<file path="config.mk">
export PLATFORM = sky130hd
export DESIGN_NAME = multicycle_ctrl
export DESIGN_NICKNAME = d
export VERILOG_FILES = /design/src/rtl/multicycle_ctrl_pkg.sv /design/src/rtl/mc_wait_timer.sv /design/src/rtl/multicycle_ctrl.sv
export SDC_FILE = /design/constraint.sdc
export NUM_CORES = 1
export LEC_CHECK = 0
export CELL_PAD_IN_SITES_DETAIL_PLACEMENT = 1
export CELL_PAD_IN_SITES_GLOBAL_PLACEMENT = 2
export CORE_ASPECT_RATIO = 0.75
export CORE_MARGIN = 1.5
export CORE_UTILIZATION = 25
export DETAILED_ROUTE_END_ITERATION = 12
export HOLD_SLACK_MARGIN = 0.06
export PLACE_DENSITY_LB_ADDON = 0.1
export SYNTH_ARGS = -nofsm -noshare
export SYNTH_HDL_FRONTEND = slang
export SYNTH_SLANG_ARGS = --single-unit
</file>
<file path="constraint.sdc">
create_clock -name clk -period 2.6 [get_ports clk]
set_input_delay 0.52 -clock clk [delete_from_list [all_inputs] [get_ports clk]]
set_output_delay 0.52 -clock clk [all_outputs]
set_load 0.02 [all_outputs]
</file>
<file path="src/rtl/multicycle_ctrl_pkg.sv">
// multicycle_ctrl_pkg: state codes, opcode/func constants and ALUop codes for the multi-cycle MIPS controller
package multicycle_ctrl_pkg;
  typedef enum logic [3:0] {
    S_FETCH = 4'd0, S_DECODE = 4'd1, S_MEM_ADDR = 4'd2, S_MEM_RD = 4'd3, S_MEM_WB = 4'd4,
    S_MEM_WR = 4'd5, S_R_EXE = 4'd6, S_R_WB = 4'd7, S_BEQ = 4'd8, S_JUMP = 4'd9,
    S_JR = 4'd10, S_ADDI_EXE = 4'd11, S_ADDI_WB = 4'd12
  } state_e;
  localparam logic [5:0] OP_RTYPE = 6'b000000;
  localparam logic [5:0] OP_LW    = 6'b100011;
  localparam logic [5:0] OP_SW    = 6'b101011;
  localparam logic [5:0] OP_BEQ   = 6'b000100;
  localparam logic [5:0] OP_J     = 6'b000010;
  localparam logic [5:0] OP_ADDI  = 6'b001000;
  localparam logic [5:0] FUNC_ADD = 6'b100000;
  localparam logic [5:0] FUNC_SUB = 6'b100010;
  localparam logic [5:0] FUNC_AND = 6'b100100;
  localparam logic [5:0] FUNC_OR  = 6'b100101;
  localparam logic [5:0] FUNC_SLT = 6'b101010;
  localparam logic [5:0] FUNC_JR  = 6'b001000;
  localparam logic [1:0] ALUOP_ADD  = 2'b00;
  localparam logic [1:0] ALUOP_SUB  = 2'b01;
  localparam logic [1:0] ALUOP_FUNC = 2'b10;
  function automatic logic func_ok(input logic [5:0] f);
    return f inside {FUNC_ADD, FUNC_SUB, FUNC_AND, FUNC_OR, FUNC_SLT, FUNC_JR};
  endfunction
endpackage

</file>
<file path="src/rtl/mc_wait_timer.sv">
// mc_wait_timer: counts memory wait cycles and flags a timeout when the limit is reached without ready
module mc_wait_timer #(
  parameter int MEM_TIMEOUT = 16
) (
  input  logic clk,
  input  logic rst,
  input  logic active,
  input  logic ready,
  input  logic clr,
  output logic timeout
);
  logic [7:0] cnt_q, cnt_d;
  always_comb begin
    timeout = active && !ready && (cnt_q == 8'(MEM_TIMEOUT));
    // timeout in FETCH keeps the state unchanged, so it must clear the count itself
    cnt_d = (clr || timeout) ? 8'd0 : (active && !ready) ? cnt_q + 8'd1 : cnt_q;
  end
  always_ff @(posedge clk or posedge rst)
    if (rst) cnt_q <= 8'd0;
    else cnt_q <= cnt_d;
endmodule

</file>
<file path="src/rtl/multicycle_ctrl.sv">
// multicycle_ctrl: Moore main controller for the multi-cycle MIPS datapath with memory
// ready handshake and wait timeout
module multicycle_ctrl
  import multicycle_ctrl_pkg::*;
#(
  parameter int MEM_TIMEOUT = 16
) (
  input  logic       clk,
  input  logic       rst,
  input  logic [5:0] op,
  input  logic [5:0] func,
  input  logic       zero,
  input  logic       mem_ready,
  output logic       pc_en,
  output logic       iord,
  output logic       mem_read,
  output logic       mem_write,
  output logic       ir_write,
  output logic       mem_to_reg,
  output logic       reg_dst,
  output logic       reg_write,
  output logic       alu_src_a,
  output logic [1:0] alu_src_b,
  output logic [1:0] alu_op,
  output logic [1:0] pc_source,
  output logic       instr_done,
  output logic       illegal,
  output logic       bus_err,
  output logic [3:0] state
);
  state_e state_q, state_d;
  logic pc_write, pc_write_cond, timeout;
  mc_wait_timer #(.MEM_TIMEOUT(MEM_TIMEOUT)) u_timer (
    .clk(clk), .rst(rst),
    .active(state_q inside {S_FETCH, S_MEM_RD, S_MEM_WR}),
    .ready(mem_ready), .clr(state_d != state_q), .timeout(timeout)
  );
  always_ff @(posedge clk or posedge rst)
    if (rst) state_q <= S_FETCH;
    else state_q <= state_d;
  always_comb begin
    state_d = state_q;
    pc_write = 1'b0;
    pc_write_cond = 1'b0;
    iord = 1'b0;
    mem_read = 1'b0;
    mem_write = 1'b0;
    ir_write = 1'b0;
    mem_to_reg = 1'b0;
    reg_dst = 1'b0;
    reg_write = 1'b0;
    alu_src_a = 1'b0;
    alu_src_b = 2'b00;
    alu_op = ALUOP_ADD;
    pc_source = 2'b00;
    instr_done = 1'b0;
    illegal = 1'b0;
    bus_err = timeout;
    case (state_q)
      S_FETCH: begin
        mem_read = 1'b1;
        alu_src_b = 2'b01;
        ir_write = mem_ready;
        pc_write = mem_ready;
        state_d = mem_ready ? S_DECODE : S_FETCH;
      end
      S_DECODE: begin
        alu_src_b = 2'b11;
        illegal = !(op inside {OP_RTYPE, OP_LW, OP_SW, OP_BEQ, OP_J, OP_ADDI}) ||
                  (op == OP_RTYPE && !func_ok(func));
        state_d = illegal ? S_FETCH :
                  (op == OP_LW || op == OP_SW) ? S_MEM_ADDR :
                  op == OP_BEQ ? S_BEQ :
                  op == OP_J ? S_JUMP :
                  op == OP_ADDI ? S_ADDI_EXE :
                  func == FUNC_JR ? S_JR : S_R_EXE;
      end
      S_MEM_ADDR: begin
        alu_src_a = 1'b1;
        alu_src_b = 2'b10;
        state_d = op == OP_SW ? S_MEM_WR : S_MEM_RD;
      end
      S_MEM_RD: begin
        mem_read = 1'b1;
        iord = 1'b1;
        state_d = mem_ready ? S_MEM_WB : timeout ? S_FETCH : S_MEM_RD;
      end
      S_MEM_WR: begin
        mem_write = 1'b1;
        iord = 1'b1;
        instr_done = mem_ready;
        state_d = (mem_ready || timeout) ? S_FETCH : S_MEM_WR;
      end
      S_MEM_WB: begin
        reg_write = 1'b1;
        mem_to_reg = 1'b1;
        instr_done = 1'b1;
        state_d = S_FETCH;
      end
      S_R_EXE: begin
        alu_src_a = 1'b1;
        alu_op = ALUOP_FUNC;
        state_d = S_R_WB;
      end
      S_R_WB: begin
        reg_write = 1'b1;
        reg_dst = 1'b1;
        instr_done = 1'b1;
        state_d = S_FETCH;
      end
      S_BEQ: begin
        alu_src_a = 1'b1;
        alu_op = ALUOP_SUB;
        pc_write_cond = 1'b1;
        pc_source = 2'b01;
        instr_done = 1'b1;
        state_d = S_FETCH;
      end
      S_JUMP: begin
        pc_write = 1'b1;
        pc_source = 2'b10;
        instr_done = 1'b1;
        state_d = S_FETCH;
      end
      S_JR: begin
        pc_write = 1'b1;
        pc_source = 2'b11;
        instr_done = 1'b1;
        state_d = S_FETCH;
      end
      S_ADDI_EXE: begin
        alu_src_a = 1'b1;
        alu_src_b = 2'b10;
        state_d = S_ADDI_WB;
      end
      S_ADDI_WB: begin
        reg_write = 1'b1;
        instr_done = 1'b1;
        state_d = S_FETCH;
      end
      default: state_d = S_FETCH;
    endcase
    pc_en = pc_write | (pc_write_cond & zero);
    // FETCH strobes would otherwise be live while reset holds the state at FETCH
    if (rst) {pc_en, iord, mem_read, mem_write, ir_write, mem_to_reg, reg_dst, reg_write,
              alu_src_a, alu_src_b, alu_op, pc_source, instr_done, illegal, bus_err} = '0;
  end
  assign state = state_q;
endmodule

</file>
# Yosys cells after proc, flatten, opt, wreduce, memory -nomap -nowiden
# Cells that the tools add are included.
# classes
n_eq_ne,25
n_reduce_logical,23
bitwise,2
mux,44
n_addsub,1
# op_table
op,n
"6-bit equality test, second input constant",7
4-bit case mux with 7 select lines,1
4-bit two-way mux,6
1-bit two-way mux,23
"4-bit equality test, second input constant",5
"4-bit by 3-bit equality test with 1-bit output, second input constant",4
8-bit two-way mux,2
"6-bit by 4-bit equality test with 1-bit output, second input constant",2
2-bit case mux with 3 select lines,2
6-bit nonzero test,2
3-bit two-way mux,3
"8-bit by 1-bit adder with 8-bit output, second input constant",1
"4-bit by 2-bit equality test with 1-bit output, second input constant",2
"8-bit by 5-bit equality test with 1-bit output, second input constant",1
2-bit two-way mux,4
2-bit OR reduction,4
"6-bit by 2-bit equality test with 1-bit output, second input constant",1
"6-bit by 3-bit equality test with 1-bit output, second input constant",1
6-bit logical NOT,1
6-bit OR reduction,1
"4-bit by 1-bit equality test with 1-bit output, second input constant",1
4-bit logical NOT,1
1-bit logical OR,4
4-bit != test,1
10 further kinds,15
# totals
out_inout_bits,22
regBits,12
input_bits,16
elab_cells,97

# Longest topological paths before layout
# depth
depth_word,11
depth_mapped,8
ltp_nobuf,8

# Modules after synthesis
# A second synthesis with hierarchy kept.
# hier_totals
cells_unflattened,169
area_unflattened_um2,1298.7
# by_module_without_submodules
mod,cells_per_inst,area_per_inst_um2,seq_area_each_um2,n_inst
multicycle_ctrl,119,798.3,100.1,1
mc_wait_timer,50,500.5,200.2,1

# Least setup slack after synthesis
# OpenSTA, ideal clock, no wires.
# synth_timing
kind,register to output
from,"register state_q[0], in the netlist state[0]"
to,output port instr_done
path_slack_ns,-0.090
arrival_time_ns,2.170
n_path_buf,2
path_stages_with_launch,5
required_time_ns,2.080
path_cell_list,dfrtp_1 clkbuf_1 buf_1 o211a_1 a2111oi_0
# synth_via
elab_chain_len,4
elab_cells_between_ends,10
classes_between,eq/ne (7); mux (2); reduce/logical (1)
# synth_lines
element,line_no,source
from (decl),multicycle_ctrl.sv:31,"state_e state_q, state_d;"
from (signal assigned),multicycle_ctrl.sv:40,else state_q <= state_d;
4-bit equality test / 4-bit by 3-bit equality test with 1-bit output (equally long branches),multicycle_ctrl.sv:59,case (state_q)
6-bit OR reduction (no line),-,
1-bit case mux with 2 select lines (*),multicycle_ctrl.sv:59,
1-bit two-way mux (*),multicycle_ctrl.sv:145,"if (rst) {pc_en, iord, mem_read, mem_write, ir_write, mem_to_reg, reg_dst, reg_write,"
to (decl),multicycle_ctrl.sv:26,"output logic instr_done,"
# Every way passes the cells marked *; elsewhere a longest branch is shown, timed or not.

# Worst setup path after layout
# layout_timing
from,input port op[4]
to,output port illegal
# layout_via
elab_chain_len,6
elab_cells_between_ends,12
classes_between,eq/ne (5); mux (2); reduce/logical (5)
# layout_lines
element,line_no,source
from (decl),multicycle_ctrl.sv:10,"input logic [5:0] op,"
6-bit equality test (tied with other cells),multicycle_ctrl.sv:69,"illegal = !(op inside {OP_RTYPE, OP_LW, OP_SW, OP_BEQ, OP_J, OP_ADDI}) ||"
6-bit nonzero test,multicycle_ctrl.sv:69,
1-bit logical NOT,multicycle_ctrl.sv:69,
1-bit logical OR (*),multicycle_ctrl.sv:69,
1-bit two-way mux (*),multicycle_ctrl.sv:59,
1-bit two-way mux (*),multicycle_ctrl.sv:145,
to (decl),multicycle_ctrl.sv:27,"output logic illegal,"
# Marked as above.

==> parameters.txt <==
Parameter                              Value

Timing
  Setup repair after global routing missed its margin    true
  Transition time at the pin with the least slew margin    521 ps
  Share of the clock period used by the worst path    0.994
  Peak Freq    387 MHz
  Worst hold slack    568 ps
  Fin. Hold Viols    0
  Final count of negative-setup-slack endpoints    0
  Max transition margin    0.648
  Final slew viol count    0
  Worst clock skew    2.25 ps
  Time the worst path needs with I/O delays and setup    2580 ps

Setup path
  Cell Chain, Critical Path    clkdlybuf4s50_1, or3_4, a311oi_2, o21ai_1, nand2_1, and3_1, buf_6
  Cell with the largest stage delay on the worst path    sky130_fd_sc_hd__clkdlybuf4s50_1
  Peak fanout along the critical path    2
  Crit Path Class    in -> out
  Arr. time, crit path    2060 ps
  Worst reg2reg startpoint    state[3]
  Crit. End Element    output pin
  Maximum single-stage delay on the critical path    420 ps
  Critical Path RT    2080 ps
  Reg2reg setup slack    230 ps
  Worst Reg-to-Reg Cells    7
  Worst Setup Start Kind    input pin
  Reg-to-reg critical path endpoint    u_timer.cnt_q[1]

Status
  Run status    completed

Routing
  Number of nets with antenna violations after routing    0
  Total detailed-routing wirelength    4190 µm
  Number of DRC markers after the initial detailed-route iteration    44
  WL per Instance    15.5 µm
  Routed via count    1394
  Total DRC errors in the routed layout    0
  Mean number of vias per cell    5.16
  Number of iterations in the first detailed-routing pass    4

Global routing
  Global-route wire length before repair    7020 µm
  Most crowded layer after global routing    met1
  Overall track demand over capacity in global routing    0.174
  Met3 layer usage reported by global route    0.0324
  Via count of the first global-routing pass    1414
  Pin count of the biggest net entering global routing    18
  Congestion Overflow GR    0
  Global routing usage on met2    0.252
  Antenna violations before repair    0
  Met1 Usage GRT    0.275

Yosys
  Share of the synthesized area in the top cell type    0.256
  Number of synthesized flops with an enable pin    0
  Syn. warnings    0
  Commonest cells in the netlist    sky130_fd_sc_hd__nor2_1 (24), sky130_fd_sc_hd__dfrtp_1 (12), sky130_fd_sc_hd__nand2_1 (9), sky130_fd_sc_hd__nor3_1 (9), sky130_fd_sc_hd__xor2_1 (7)
  Total standard cell area after synthesis    0.00117 mm²
  Post-synthesis sequential element count    12
  Ranking of synthesized cells by area    sky130_fd_sc_hd__dfrtp_1 (26%), sky130_fd_sc_hd__nor2_1 (7.7%), sky130_fd_sc_hd__xor2_1 (5.2%)
  Register area share after synthesis    0.256
  Synth Net Count    165
  Most used flip-flop cell after synthesis    sky130_fd_sc_hd__dfrtp_1
  Number of distinct standard cells referenced by the synthesized netlist    51
  Library cell occupying the most area in the post-synthesis netlist    sky130_fd_sc_hd__dfrtp_1
  Fraction of synthesis flops using an asynchronous set or reset pin    1.00
  Post-synthesis area per instance    7.97 µm²
  Most frequently used cell type in the post-synthesis netlist    sky130_fd_sc_hd__nor2_1
  Instance count of the mapped netlist    147

Placed design
  Routability congestion estimate    0.807
  Count of input and output buffers    37
  Post-detailed-placement half-perimeter wirelength    3390 µm
  Cell count after placement    266

Finish
  Share of cells above drive strength 1    0.268
  Filler cell count in the final layout    543
  Fin nets    232
  Number of cells in the finished layout apart from fillers    270
  Antenna cells    0
  Synth-to-Final Area Change    65.6%

Die
  I/O pins    38
  Initial standard-cell utilization of the core    0.261
  Area enclosed by the die boundary    0.00511 mm²
  Rows    21
  Area of the core region    0.00449 mm²
  Chip height    62.3 µm
  Horizontal die dimension    82.0 µm

Clock network
  Clock tree sinks    12
  Clock buffers created by TritonCTS    3
  Root Buffer    sky130_fd_sc_hd__clkbuf_8
  TritonCTS clock tree    built
  Clock transition at the register clock pins on the worst setup and hold paths after CTS    60 ps
  Number of levels in the clock H-tree    1
  Maximum number of buffers from clock root to sink    2
  Insertion delay to the later sink of the worst-skew pair    240 ps
  Hold Buf Count CTS    0

Power
  Leakage    0.000902 µW
  Total chip power    1340 µW
  Worst VDD drop    0.489 mV
  Pwr per Cell Area    691 mW/mm²

Worst hold path
  Number of cells traversed by the worst hold path    2
  Worst hold start    u_timer.cnt_q[4]
  Hold/Removal Path Class    reg -> reg
  Destination of the worst hold path    u_timer.cnt_q[4]

Run
  MaxCap Viol Count    0
report_power, final:
part	switching [µW]	internal (µW)	total, µW	leakage, µW
clock network	75.3	134	209	0.0000288
logic	468	408	876	0.000712
registers	40.4	214	254	0.000161
total	584	756	1340	0.000902
layout make-up:
cell class	instances	area (µm²)	area share
repair buffers	70	631	0.325
multi-input cells	122	861	0.444
inverters	5	18.8	0.00968
flip-flops and latches	12	303	0.156
well taps	57	71.3	0.0368
clock buffers	4	55.1	0.0284
stage by stage:
| stage | cell area (µm²) | setup TNS, ps | utilization | worst slack (ps) |
|---|---|---|---|---|
| finish | 1940 | 0 | 0.432 | 16.6 |
| global route | 1940 | -92.8 | 0.432 | -92.8 |
| global placement | 1840 | -3220 | 0.409 | -496 |
| CTS | 1900 | -49.6 | 0.423 | -49.2 |
| detailed placement | 1840 | -3380 | 0.409 | -541 |
| floorplan | 1180 | 0 | - | 32.3 |
metal layers:
layer / part of all wire / wire length [µm]
met5: 0 / 0
met2: 0.42 / 1780
met4: 0.0033 / 14
met3: 0.026 / 108
met1: 0.55 / 2290
timing repair:
| action | 4_1_cts | 5_1_grt |
|---|---|---|
| pin swaps | 0 | 2 |
| buffers inserted | 0 | 0 |
| endpoints found under the setup margin | 15 | 18 |
| resized for setup | 26 | 13 |
state kept, by name, summed over array words and instances (netlist names):
register and flops:
state 4, u_timer.cnt_q 8
worst max path at each step:
stage / cells past startpoint / to / from
6_report: 7 / illegal / op[4]
5_1_grt: 7 / illegal / op[4]
4_1_cts: 7 / illegal / op[0]
3_5_place_dp: 7 / illegal / op[0]
3_3_place_gp: 7 / illegal / op[1]
2_1_floorplan: 4 / pc_en / state[0]
cells by family after synthesis:
logic type      after synthesis  synth area share
compound gates               30             0.217
xor+xnor                     12            0.0897
fa+ha+maj                     3            0.0299
buf+inv                      13            0.0513
flops                        12             0.256
mux                           1           0.00855
simple gates                 76             0.347
cell usage in the layout, fill, tap and decap left out, types with 2 or more instances in the layout:
master | netlist | final
sky130_fd_sc_hd__a211o_1 | 2 | 2
sky130_fd_sc_hd__a21oi_1 | 3 | 2
sky130_fd_sc_hd__a22o_1 | 2 | 2
sky130_fd_sc_hd__a22oi_1 | 2 | 2
sky130_fd_sc_hd__and3_1 | 5 | 5
sky130_fd_sc_hd__buf_2 | 3 | 2
sky130_fd_sc_hd__buf_4 | 0 | 32
sky130_fd_sc_hd__clkbuf_8 | 0 | 4
sky130_fd_sc_hd__clkdlybuf4s50_1 | 0 | 23
sky130_fd_sc_hd__dfrtp_1 | 12 | 10
sky130_fd_sc_hd__dfrtp_2 | 0 | 2
sky130_fd_sc_hd__dlygate4sd2_1 | 0 | 5
sky130_fd_sc_hd__dlymetal6s2s_1 | 0 | 6
sky130_fd_sc_hd__ha_1 | 2 | 2
sky130_fd_sc_hd__inv_1 | 5 | 5
sky130_fd_sc_hd__nand2_1 | 9 | 9
sky130_fd_sc_hd__nand2b_1 | 4 | 3
sky130_fd_sc_hd__nand3_1 | 3 | 3
sky130_fd_sc_hd__nand4_1 | 3 | 3
sky130_fd_sc_hd__nor2_1 | 24 | 23
sky130_fd_sc_hd__nor2b_1 | 3 | 3
sky130_fd_sc_hd__nor3_1 | 9 | 9
sky130_fd_sc_hd__nor3b_1 | 2 | 2
sky130_fd_sc_hd__o211ai_1 | 2 | 2
sky130_fd_sc_hd__o21bai_1 | 3 | 3
sky130_fd_sc_hd__or3_1 | 4 | 3
sky130_fd_sc_hd__xnor2_1 | 5 | 5
sky130_fd_sc_hd__xor2_1 | 7 | 7
worst max-delay path: cells and delay by family:
kind	cells	cell delay, ps
AO/OA/AOI/OAI	2	360
AND/OR/NAND/NOR	3	650
buffers and inverters	2	540
Power figures use the tool's default switching activity.
